**config.mk**
```make
export PLATFORM = sky130hd
export DESIGN_NAME = cdr_tap_step_controller
export DESIGN_NICKNAME = d
export VERILOG_FILES = /design/src/rtl/cdr_ctrl_pkg.sv /design/src/rtl/cdr_vote_acc.sv /design/src/rtl/cdr_tap_step_controller.sv
export SDC_FILE = /design/constraint.sdc
export NUM_CORES = 1
export LEC_CHECK = 0
export BUFFER_PORTS_ARGS = -buffer_cell sky130_fd_sc_hd__buf_2
export CORE_UTILIZATION = 50
export CTS_BUF_LIST = sky130_fd_sc_hd__clkbuf_4
export DETAILED_ROUTE_END_ITERATION = 7
export GPL_ROUTABILITY_DRIVEN = 1
export HOLD_SLACK_MARGIN = 0.03
export PLACE_DENSITY_LB_ADDON = 0.15
export SLEW_MARGIN = 40
export SYNTH_ARGS = -nofsm -noshare
export SYNTH_HDL_FRONTEND = slang
export SYNTH_SLANG_ARGS = --single-unit
```
**constraint.sdc**
```tcl
create_clock -name clk -period 3.63 [get_ports clk]
set_clock_uncertainty 0.2 [all_clocks]
set_input_delay 0.1815 -clock clk [delete_from_list [all_inputs] [get_ports clk]]
set_output_delay 0.1815 -clock clk [all_outputs]
set_load 0.05 [all_outputs]
```
**src/rtl/cdr_ctrl_pkg.sv**
```systemverilog
// Shared definitions for the CDR tap step controller.
// Contents:
//   TAP_W       - width of the delay line tap index (16 taps)
//   cdr_state_t - controller state: IDLE, TRACK, HOLD
//   VOTE_*      - signed 2-bit vote encodings (+1 / 0 / -1)
//   decode_vote - maps the phase detector early/late pair onto a vote
package cdr_ctrl_pkg;

    localparam int TAP_W = 4;

    typedef enum logic [1:0] {
        IDLE  = 2'd0,
        TRACK = 2'd1,
        HOLD  = 2'd2
    } cdr_state_t;

    localparam logic [1:0] VOTE_POS  = 2'b01;
    localparam logic [1:0] VOTE_NONE = 2'b00;
    localparam logic [1:0] VOTE_NEG  = 2'b11;

    // early alone asks for more delay (+1), late alone for less (-1).
    // Equal inputs carry no phase information.
    function automatic logic [1:0] decode_vote(input logic early, input logic late);
        logic [1:0] v;
        v = VOTE_NONE;
        if (early && !late) begin
            v = VOTE_POS;
        end else if (!early && late) begin
            v = VOTE_NEG;
        end
        return v;
    endfunction

endpackage

```
**src/rtl/cdr_vote_acc.sv**
```systemverilog
// Signed vote accumulator for the CDR loop.
// Ports:
//   clk, rst  - clock and synchronous active-high reset
//   clr       - force the accumulator to zero at the next edge
//   vote_en   - add vote at the next edge (ignored while clr is high)
//   vote      - 2-bit two's complement vote (+1 / 0 / -1)
//   hit_pos   - acc + vote equals +THRESH (only while vote_en)
//   hit_neg   - acc + vote equals -THRESH (only while vote_en)
// On a hit the accumulator returns to zero, so it never leaves the open
// interval (-THRESH, +THRESH) and needs no saturation.
module cdr_vote_acc #(
    parameter int THRESH = 8,
    parameter int ACC_W  = 5
) (
    input  logic       clk,
    input  logic       rst,
    input  logic       clr,
    input  logic       vote_en,
    input  logic [1:0] vote,
    output logic       hit_pos,
    output logic       hit_neg
);

    localparam logic signed [ACC_W-1:0] POS_T = ACC_W'(THRESH);
    localparam logic signed [ACC_W-1:0] NEG_T = -POS_T;

    logic signed [ACC_W-1:0] acc_q;
    logic signed [ACC_W-1:0] vote_ext;
    logic signed [ACC_W-1:0] sum;

    assign vote_ext = {{(ACC_W-2){vote[1]}}, vote};
    assign sum      = acc_q + vote_ext;
    assign hit_pos  = vote_en && !clr && (sum == POS_T);
    assign hit_neg  = vote_en && !clr && (sum == NEG_T);

    always_ff @(posedge clk) begin
        if (rst || clr) begin
            acc_q <= '0;
        end else if (vote_en) begin
            if (hit_pos || hit_neg) begin
                acc_q <= '0;
            end else begin
                acc_q <= sum;
            end
        end
    end

endmodule

```
**src/rtl/cdr_tap_step_controller.sv**
```systemverilog
// Bang-bang loop controller for the 16-tap delay line of the PRN CDR.
// Integrates early/late votes, issues one-cycle sl/sr tap steps, then
// holds off for HOLDOFF cycles so the delay line can settle.
// Ports:
//   clk, rst  - clock and synchronous active-high reset
//   en        - loop enable; low sends the controller to IDLE
//   early     - data early, more delay wanted
//   late      - data late, less delay wanted
//   sl        - one-cycle pulse, delay line moves to tap+1 (wraps)
//   sr        - one-cycle pulse, delay line moves to tap-1 (wraps)
//   tap_idx   - mirror of the delay line tap index
//   locked    - LOCK_WIN consecutive step-free TRACK edges seen
//   busy      - high while in HOLD
//   state_dbg - current controller state (cdr_state_t encoding)
module cdr_tap_step_controller
    import cdr_ctrl_pkg::*;
#(
    parameter int THRESH   = 8,
    parameter int ACC_W    = 5,
    parameter int HOLDOFF  = 4,
    parameter int LOCK_WIN = 64,
    parameter int NTAPS    = 16
) (
    input  logic             clk,
    input  logic             rst,
    input  logic             en,
    input  logic             early,
    input  logic             late,
    output logic             sl,
    output logic             sr,
    output logic [TAP_W-1:0] tap_idx,
    output logic             locked,
    output logic             busy,
    output logic [1:0]       state_dbg
);

    localparam int HC_W = $clog2(HOLDOFF + 1);
    localparam int LC_W = $clog2(LOCK_WIN + 1);

    cdr_state_t       state;
    logic [HC_W-1:0]  hold_cnt;
    logic [LC_W-1:0]  lock_cnt;
    logic             hold_last;
    logic             do_track;
    logic             hit_pos;
    logic             hit_neg;
    logic [TAP_W-1:0] tap_inc;
    logic [TAP_W-1:0] tap_dec;

    // The edge that leaves HOLD is also a vote edge, so the first vote after
    // a step is accepted HOLDOFF edges after the pulse edge.
    assign hold_last = (state == HOLD) && (hold_cnt == HC_W'(HOLDOFF - 1));
    assign do_track  = (state == TRACK) || hold_last;

    assign tap_inc = (tap_idx == TAP_W'(NTAPS - 1)) ? '0 : tap_idx + TAP_W'(1);
    assign tap_dec = (tap_idx == '0) ? TAP_W'(NTAPS - 1) : tap_idx - TAP_W'(1);

    assign state_dbg = state;

    cdr_vote_acc #(
        .THRESH (THRESH),
        .ACC_W  (ACC_W)
    ) u_acc (
        .clk     (clk),
        .rst     (rst),
        .clr     (!en || !do_track),
        .vote_en (en && do_track),
        .vote    (decode_vote(early, late)),
        .hit_pos (hit_pos),
        .hit_neg (hit_neg)
    );

    always_ff @(posedge clk) begin
        if (rst) begin
            state    <= IDLE;
            tap_idx  <= '0;
            sl       <= 1'b0;
            sr       <= 1'b0;
            locked   <= 1'b0;
            busy     <= 1'b0;
            hold_cnt <= '0;
            lock_cnt <= '0;
        end else begin
            // Pulses are one cycle wide; any pulse ends at the next edge.
            sl <= 1'b0;
            sr <= 1'b0;
            if (!en) begin
                state    <= IDLE;
                locked   <= 1'b0;
                busy     <= 1'b0;
                hold_cnt <= '0;
                lock_cnt <= '0;
            end else if (state == IDLE) begin
                state <= TRACK;
            end else if (do_track) begin
                hold_cnt <= '0;
                if (hit_pos || hit_neg) begin
                    sl       <= hit_pos;
                    sr       <= hit_neg;
                    tap_idx  <= hit_pos ? tap_inc : tap_dec;
                    state    <= HOLD;
                    busy     <= 1'b1;
                    locked   <= 1'b0;
                    lock_cnt <= '0;
                end else begin
                    state <= TRACK;
                    busy  <= 1'b0;
                    if (lock_cnt < LC_W'(LOCK_WIN)) begin
                        lock_cnt <= lock_cnt + LC_W'(1);
                    end
                    if (lock_cnt >= LC_W'(LOCK_WIN - 1)) begin
                        locked <= 1'b1;
                    end
                end
            end else begin
                // HOLD, not yet the last cycle
                hold_cnt <= hold_cnt + HC_W'(1);
            end
        end
    end

endmodule
```
* Word-level counts from Yosys, hierarchy flattened *
Cells that the tools add are included.

cells by class
  eq/ne operators = 6
  bitwise operators = 4
  mux-type cells = 15
  reductions and logical operators = 28
  $add $sub $neg = 5
  order comparisons = 2

operators by type and width
  kind                                                 count
  2-to-1 mux 7 bit                                     2
  2-to-1 mux 4 bit                                     3
  adder 7 x 1 -> 7 bit, second input constant          1
  >= comparator 7 x 6 -> 1 bit, second input constant  1
  logical AND 1 bit                                    7
  < comparator 7 bit, second input constant            1
  2-to-1 mux 2 bit                                     3
  AND reduction 3 bit                                  2
  nonzero test 2 bit                                   3
  adder 5 x 2 -> 5 bit                                 1
  equality test 5 x 4 -> 1 bit, second input constant  1
  equality test 5 bit, second input constant           1
  zero test 1 bit                                      5
  2-to-1 mux 1 bit                                     5
  2-to-1 mux 5 bit                                     1
  OR reduction 5 bit                                   1
  adder 4 x 1 -> 4 bit, second input constant          1
  equality test 4 bit, second input constant           1
  zero test 4 bit                                      1
  logical OR 1 bit                                     4
  NOT 1 bit                                            4
  AND reduction 4 bit                                  1
  subtractor 4 x 1 -> 4 bit, second input constant     1
  adder 3 x 1 -> 3 bit, second input constant          1
  8 further kinds                                      8

storage, ports and cells
  register bits after elaboration = 25
  bits of input ports = 5
  logic and storage cells = 70
  output and inout port bits = 10

* Depth between registers and ports, before layout *
  depth after elaboration = 12
  gate-level depth with buffers = 11
  mapped depth without buffers = 11

* Cells and area by module *
Synthesis repeated with hierarchy kept, for this count alone.

second synthesis, totals
  cells, all modules = 164
  area, all modules = 1,492.7 sq um

modules (own cells, without submodules)
  module                   cells each  instances  area each (sq um)  sequential area each (sq um)
  cdr_tap_step_controller  126         1          1,123.6            400.4
  cdr_vote_acc             38          1          369.1              100.1

* Least setup slack after synthesis *
Ideal clock, no wire load.

  kind = input to register
  start = input port early
  end = register tap_idx[0]
  stages = 11
  path buffers = 1
  required time = 3,327 ps
  setup slack = 1,185 ps
  setup time = 103 ps
  data arrival time = 2,141 ps
  cell sequence = inv_1 -> ha_1 -> buf_4 -> xor2_1 -> ha_1 -> a21oi_1 -> xnor2_2 -> nand4_1 -> nor3b_2 -> nor2_1 -> a2111oi_2

between the ends
  longest elaborated chain between the ends = 9
  elaborated cells on any way between the ends = 13
  classes of those cells = add/sub (1); eq/ne (2); mux (3); reduce/logical (7)

ends and longest elaborated chain
  element                                                              RTL line                                RTL
  start, declared                                                      cdr_tap_step_controller.sv:27           input logic early,
  zero test 1 bit                                                      cdr_ctrl_pkg.sv:28                      end else if (!early && late) begin
  logical AND 1 bit                                                    cdr_ctrl_pkg.sv:28
  2-to-1 mux 2 bit                                                     cdr_ctrl_pkg.sv:28
  2-to-1 mux 2 bit *                                                   cdr_ctrl_pkg.sv:26                      if (early && !late) begin
  adder 5 x 2 -> 5 bit *                                               cdr_vote_acc.sv:32                      assign sum = acc_q + vote_ext;
  equality test 5 bit or equality test 5 x 4 -> 1 bit (tied branches)  cdr_vote_acc.sv:33, cdr_vote_acc.sv:34
  logical AND 1 bit (on tied branches)                                 cdr_vote_acc.sv:33, cdr_vote_acc.sv:34
  logical OR 1 bit                                                     cdr_tap_step_controller.sv:97           if (hit_pos || hit_neg) begin
  AND reduction 4 bit (no source line)                                 --
  end signal, assigned                                                 cdr_tap_step_controller.sv:100          tap_idx <= hit_pos ? tap_inc : tap_dec;
  end, declared                                                        cdr_tap_step_controller.sv:31           output logic [TAP_W-1:0] tap_idx,

Mark *: on every way between the ends. The rest lies on a longest branch, timed or not.
A chain may end at the register's enable or synchronous reset.

* Worst setup path in the final report *
  start = register u_acc.acc_q[1]
  end = register tap_idx[0]

between the ends
  longest elaborated chain between the ends = 5
  elaborated cells on any way between the ends = 8
  classes of those cells = add/sub (1); eq/ne (2); mux (1); reduce/logical (4)

ends and longest elaborated chain
  element                                                              RTL line                                RTL
  start, declared                                                      cdr_vote_acc.sv:27                      logic signed [ACC_W-1:0] acc_q;
  start signal, assigned                                               cdr_vote_acc.sv:43                      acc_q <= sum;
  adder 5 x 2 -> 5 bit *                                               cdr_vote_acc.sv:32
  equality test 5 bit or equality test 5 x 4 -> 1 bit (tied branches)  cdr_vote_acc.sv:33, cdr_vote_acc.sv:34
  logical AND 1 bit (on tied branches)                                 cdr_vote_acc.sv:33, cdr_vote_acc.sv:34
  logical OR 1 bit                                                     cdr_tap_step_controller.sv:97
  AND reduction 4 bit (no source line)                                 --

Marks and branches as above.

==> results.py <==
metrics = {
    "status": {
        "status": "complete, no violations",
    },
    "sta": {
        "rsz0062_at_grt": "no",
        "worst_pin_slew_ns": 0.4497,
        "post-route-min-period_ns": 2.452,
        "finalCritPeriodShare": 0.6756,
        "fin_setup_tns_ns": 0,
        "slew_viol_final": 0,
        "max_freq_mhz": 407.7,
        "finalSetupViolations": 0,
        "max-slew-margin-rel": 0.6991,
        "final-hold-violation-count": 0,
    },
    "power": {
        "pwr-share-clk": 0.267,
        "p_per_area_nw_per_um2": 296.8,
        "combPwrFrac": 0.112,
        "power_w": 0.0004501,
        "seqPwrFrac": 0.621,
        "switchingPower_w": 0.0001127,
        "netSwitchingFraction": 0.2503,
        "p_leak_nw": 0.6552,
        "ir_drop_mv": 0.2043,
        "p_int_w": 0.0003374,
    },
    "clock_network": {
        "clockBufferDepth": 2,
        "cts_buffers": 3,
        "cts-resized-gates": 0,
        "clock-sinks": 25,
        "ctsRootBufferMaster": "clkbuf_4",
        "cts_tree": "built",
        "insertion_delay_ns": 0.31,
        "path_clk_slew_ns": 0.13,
        "ctsHtreeMaxLevel": 1,
    },
    "synthesis": {
        "syn-instance-count": 152,
        "async_flop_share": 0,
        "yosys_warnings": 0,
        "synth-main-ff-cell": "dfxtp_1",
        "synth_seq_area_share": 0.3610,
        "synth_top_cell_by_area": "dfxtp_1",
        "synth_area_per_cell_um2": 9.121,
        "yosys-top-cells-area": "dfxtp_1 (36%), ha_1 (9.9%), nor2_1 (6.5%)",
        "synth_fp_nets": 168,
        "yosys-top-cells-count": "dfxtp_1 (25), nor2_1 (24), a21oi_1 (11), ha_1 (11), inv_1 (11)",
        "yosysMostFrequentCell": "dfxtp_1",
        "synth_area_um2": 1386,
        "ys_ff_latch": 25,
        "synth_top_area_frac": 0.3610,
        "synth_edf_count": 0,
        "synth_cell_types": 45,
    },
    "route": {
        "drc": 0,
        "drtIter0Drc": 16,
        "post_drt_wl_per_cell_um": 12.57,
        "vias_per_cell": 5.581,
        "vias": 1105,
        "routed_wirelength_um": 2488,
        "dr.pass1.iters": 4,
        "ant_nets": 0,
    },
    "flow_run": {
        "max-cap-violations": 0,
    },
    "worst_setup_path": {
        "cp-start-kind": "flop",
        "critPathRequiredTime_ns": 3.65,
        "critPathMaxFanout": 7,
        "rrSetupSlack_ns": 1.18,
        "reg2reg_depth": 8,
        "cp-end-kind": "flop",
        "worstSetupPathType": "reg -> reg",
        "cp.arrival_ns": 2.47,
    },
    "place": {
        "post-place-cells": 193,
        "hpwl_um": 1931,
        "placed_area_um2": 1479,
        "gp_congestion": 0.7386,
        "portBuffers": 14,
    },
    "die": {
        "die_y_um": 54.66,
        "core-area_um2": 2545,
        "ioPinCount": 15,
        "start_util": 0.5447,
        "dieArea_um2": 2987,
        "die_width_um": 54.66,
        "rows": 18,
    },
    "finish": {
        "final_cell_area_um2": 1516,
        "fin_cells": 198,
        "final_layout_size_suffix_gt1_frac": 0.1548,
        "layout.nets": 185,
        "diodes": 0,
        "area_delta_synth_final_pct": 9.386,
    },
    "grt": {
        "grt_pass1_wl_um": 4050,
        "grt_util_all_layers": 0.1909,
        "antenna_found_initial": 0,
        "first_global_vias": 948,
        "grt_max_degree": 15,
        "grt_overflow": 0,
    },
    "hold_path": {
        "whs_path_depth": 3,
        "min_path_type": "in -> reg",
    },
}
power by group through the flow:
stage	logic, W	registers [W]	clock network, W
after global placement	0.0000488	0.000286	0
after detailed placement	0.0000496	0.000286	0
after CTS	0.0000508	0.000280	0.000127
after global routing	0.0000553	0.000280	0.000141
after floorplan	0.0000350	0.000289	0
final	0.0000503	0.000280	0.000120
cell families after synthesis:
logic type               synth area share
AND/OR/NAND/NOR                    0.1913
AO/OA/AOI/OAI                      0.1733
flip-flops                         0.3610
buffers and inverters             0.04061
XOR/XNOR                          0.08846
adder cells (fa/ha/maj)           0.09928
multiplexers                      0.04603
worst max-delay path: stages (launching register included):
cell and delay (ns):
dfxtp_1 0.37, xor2_1 0.17, ha_1 0.25, a21oi_1 0.21, xnor2_2 0.17, nand4_1 0.16, nor3b_2 0.42, nor2_1 0.09
a2111oi_2 0.31
worst paths after layout:
check,end,startpoint
hold / removal,sl,en
hold reg to reg,busy,busy
setup / recovery,tap_idx[0],u_acc.acc_q[1]
setup reg to reg,tap_idx[0],u_acc.acc_q[1]
registers in the layout, summed over array words and instances, names as in the netlist:
name         cells
u_acc.acc_q      5
sl               1
busy             1
lock_cnt         7
state_dbg        2
hold_cnt         3
sr               1
locked           1
tap_idx          4
through the flow:
step / worst slack (ns) / utilization / hold slack, ns
2_1_floorplan: 1.185 / - / 0.05036
3_3_place_gp: 0.9660 / 0.5811 / 0.2396
3_5_place_dp: 0.8986 / 0.5811 / 0.2433
4_1_cts: 1.185 / 0.5959 / 0.1011
5_1_grt: 0.9188 / 0.5959 / 0.08970
6_report: 1.178 / 0.5959 / 0.1122
metal layers:
metal  vias to the layer above  track usage  share of wire
met5                         -            0              0
met4                         0      0.08547         0.0092
met3                         4      0.03611          0.024
met2                        13       0.3052           0.48
met1                       519       0.2458           0.48
li1                        569            -              -
cell type report:
cell class | instances | area, µm²
timing repair buffer | 15 | 80.08
tap | 30 | 37.54
fill | 233 | 1028
inverter | 11 | 41.29
multi-input combinational | 113 | 829.5
sequential | 25 | 500.5
clock buffer | 3 | 22.52
clock inverter | 1 | 5.005
cells in the final DEF, fill, tap and decap left out, types with 2 or more instances in the layout:
master and count:
a21oi_1 11, and3_1 4, nand2b_1 3, nor3_1 4, xor2_1 7, dfxtp_1 25, buf_2 14, o21ai_0 2
clkbuf_4 3, and2_1 2, nor2_1 24, inv_1 11, a211oi_1 2, ha_1 11, nand4_1 4, nand2_1 8
xnor2_1 2, mux2i_1 3
what timing repair did:
| item | 4_1_cts | 5_1_grt |
|---|---|---|
| buffers inserted | 0 | 0 |
| endpoints found under the hold margin | 4 | 0 |
| hold buffers | 1 | 0 |
| setup endpoints to repair | 0 | 0 |
Note: power is estimated with default switching activity, not from simulation.
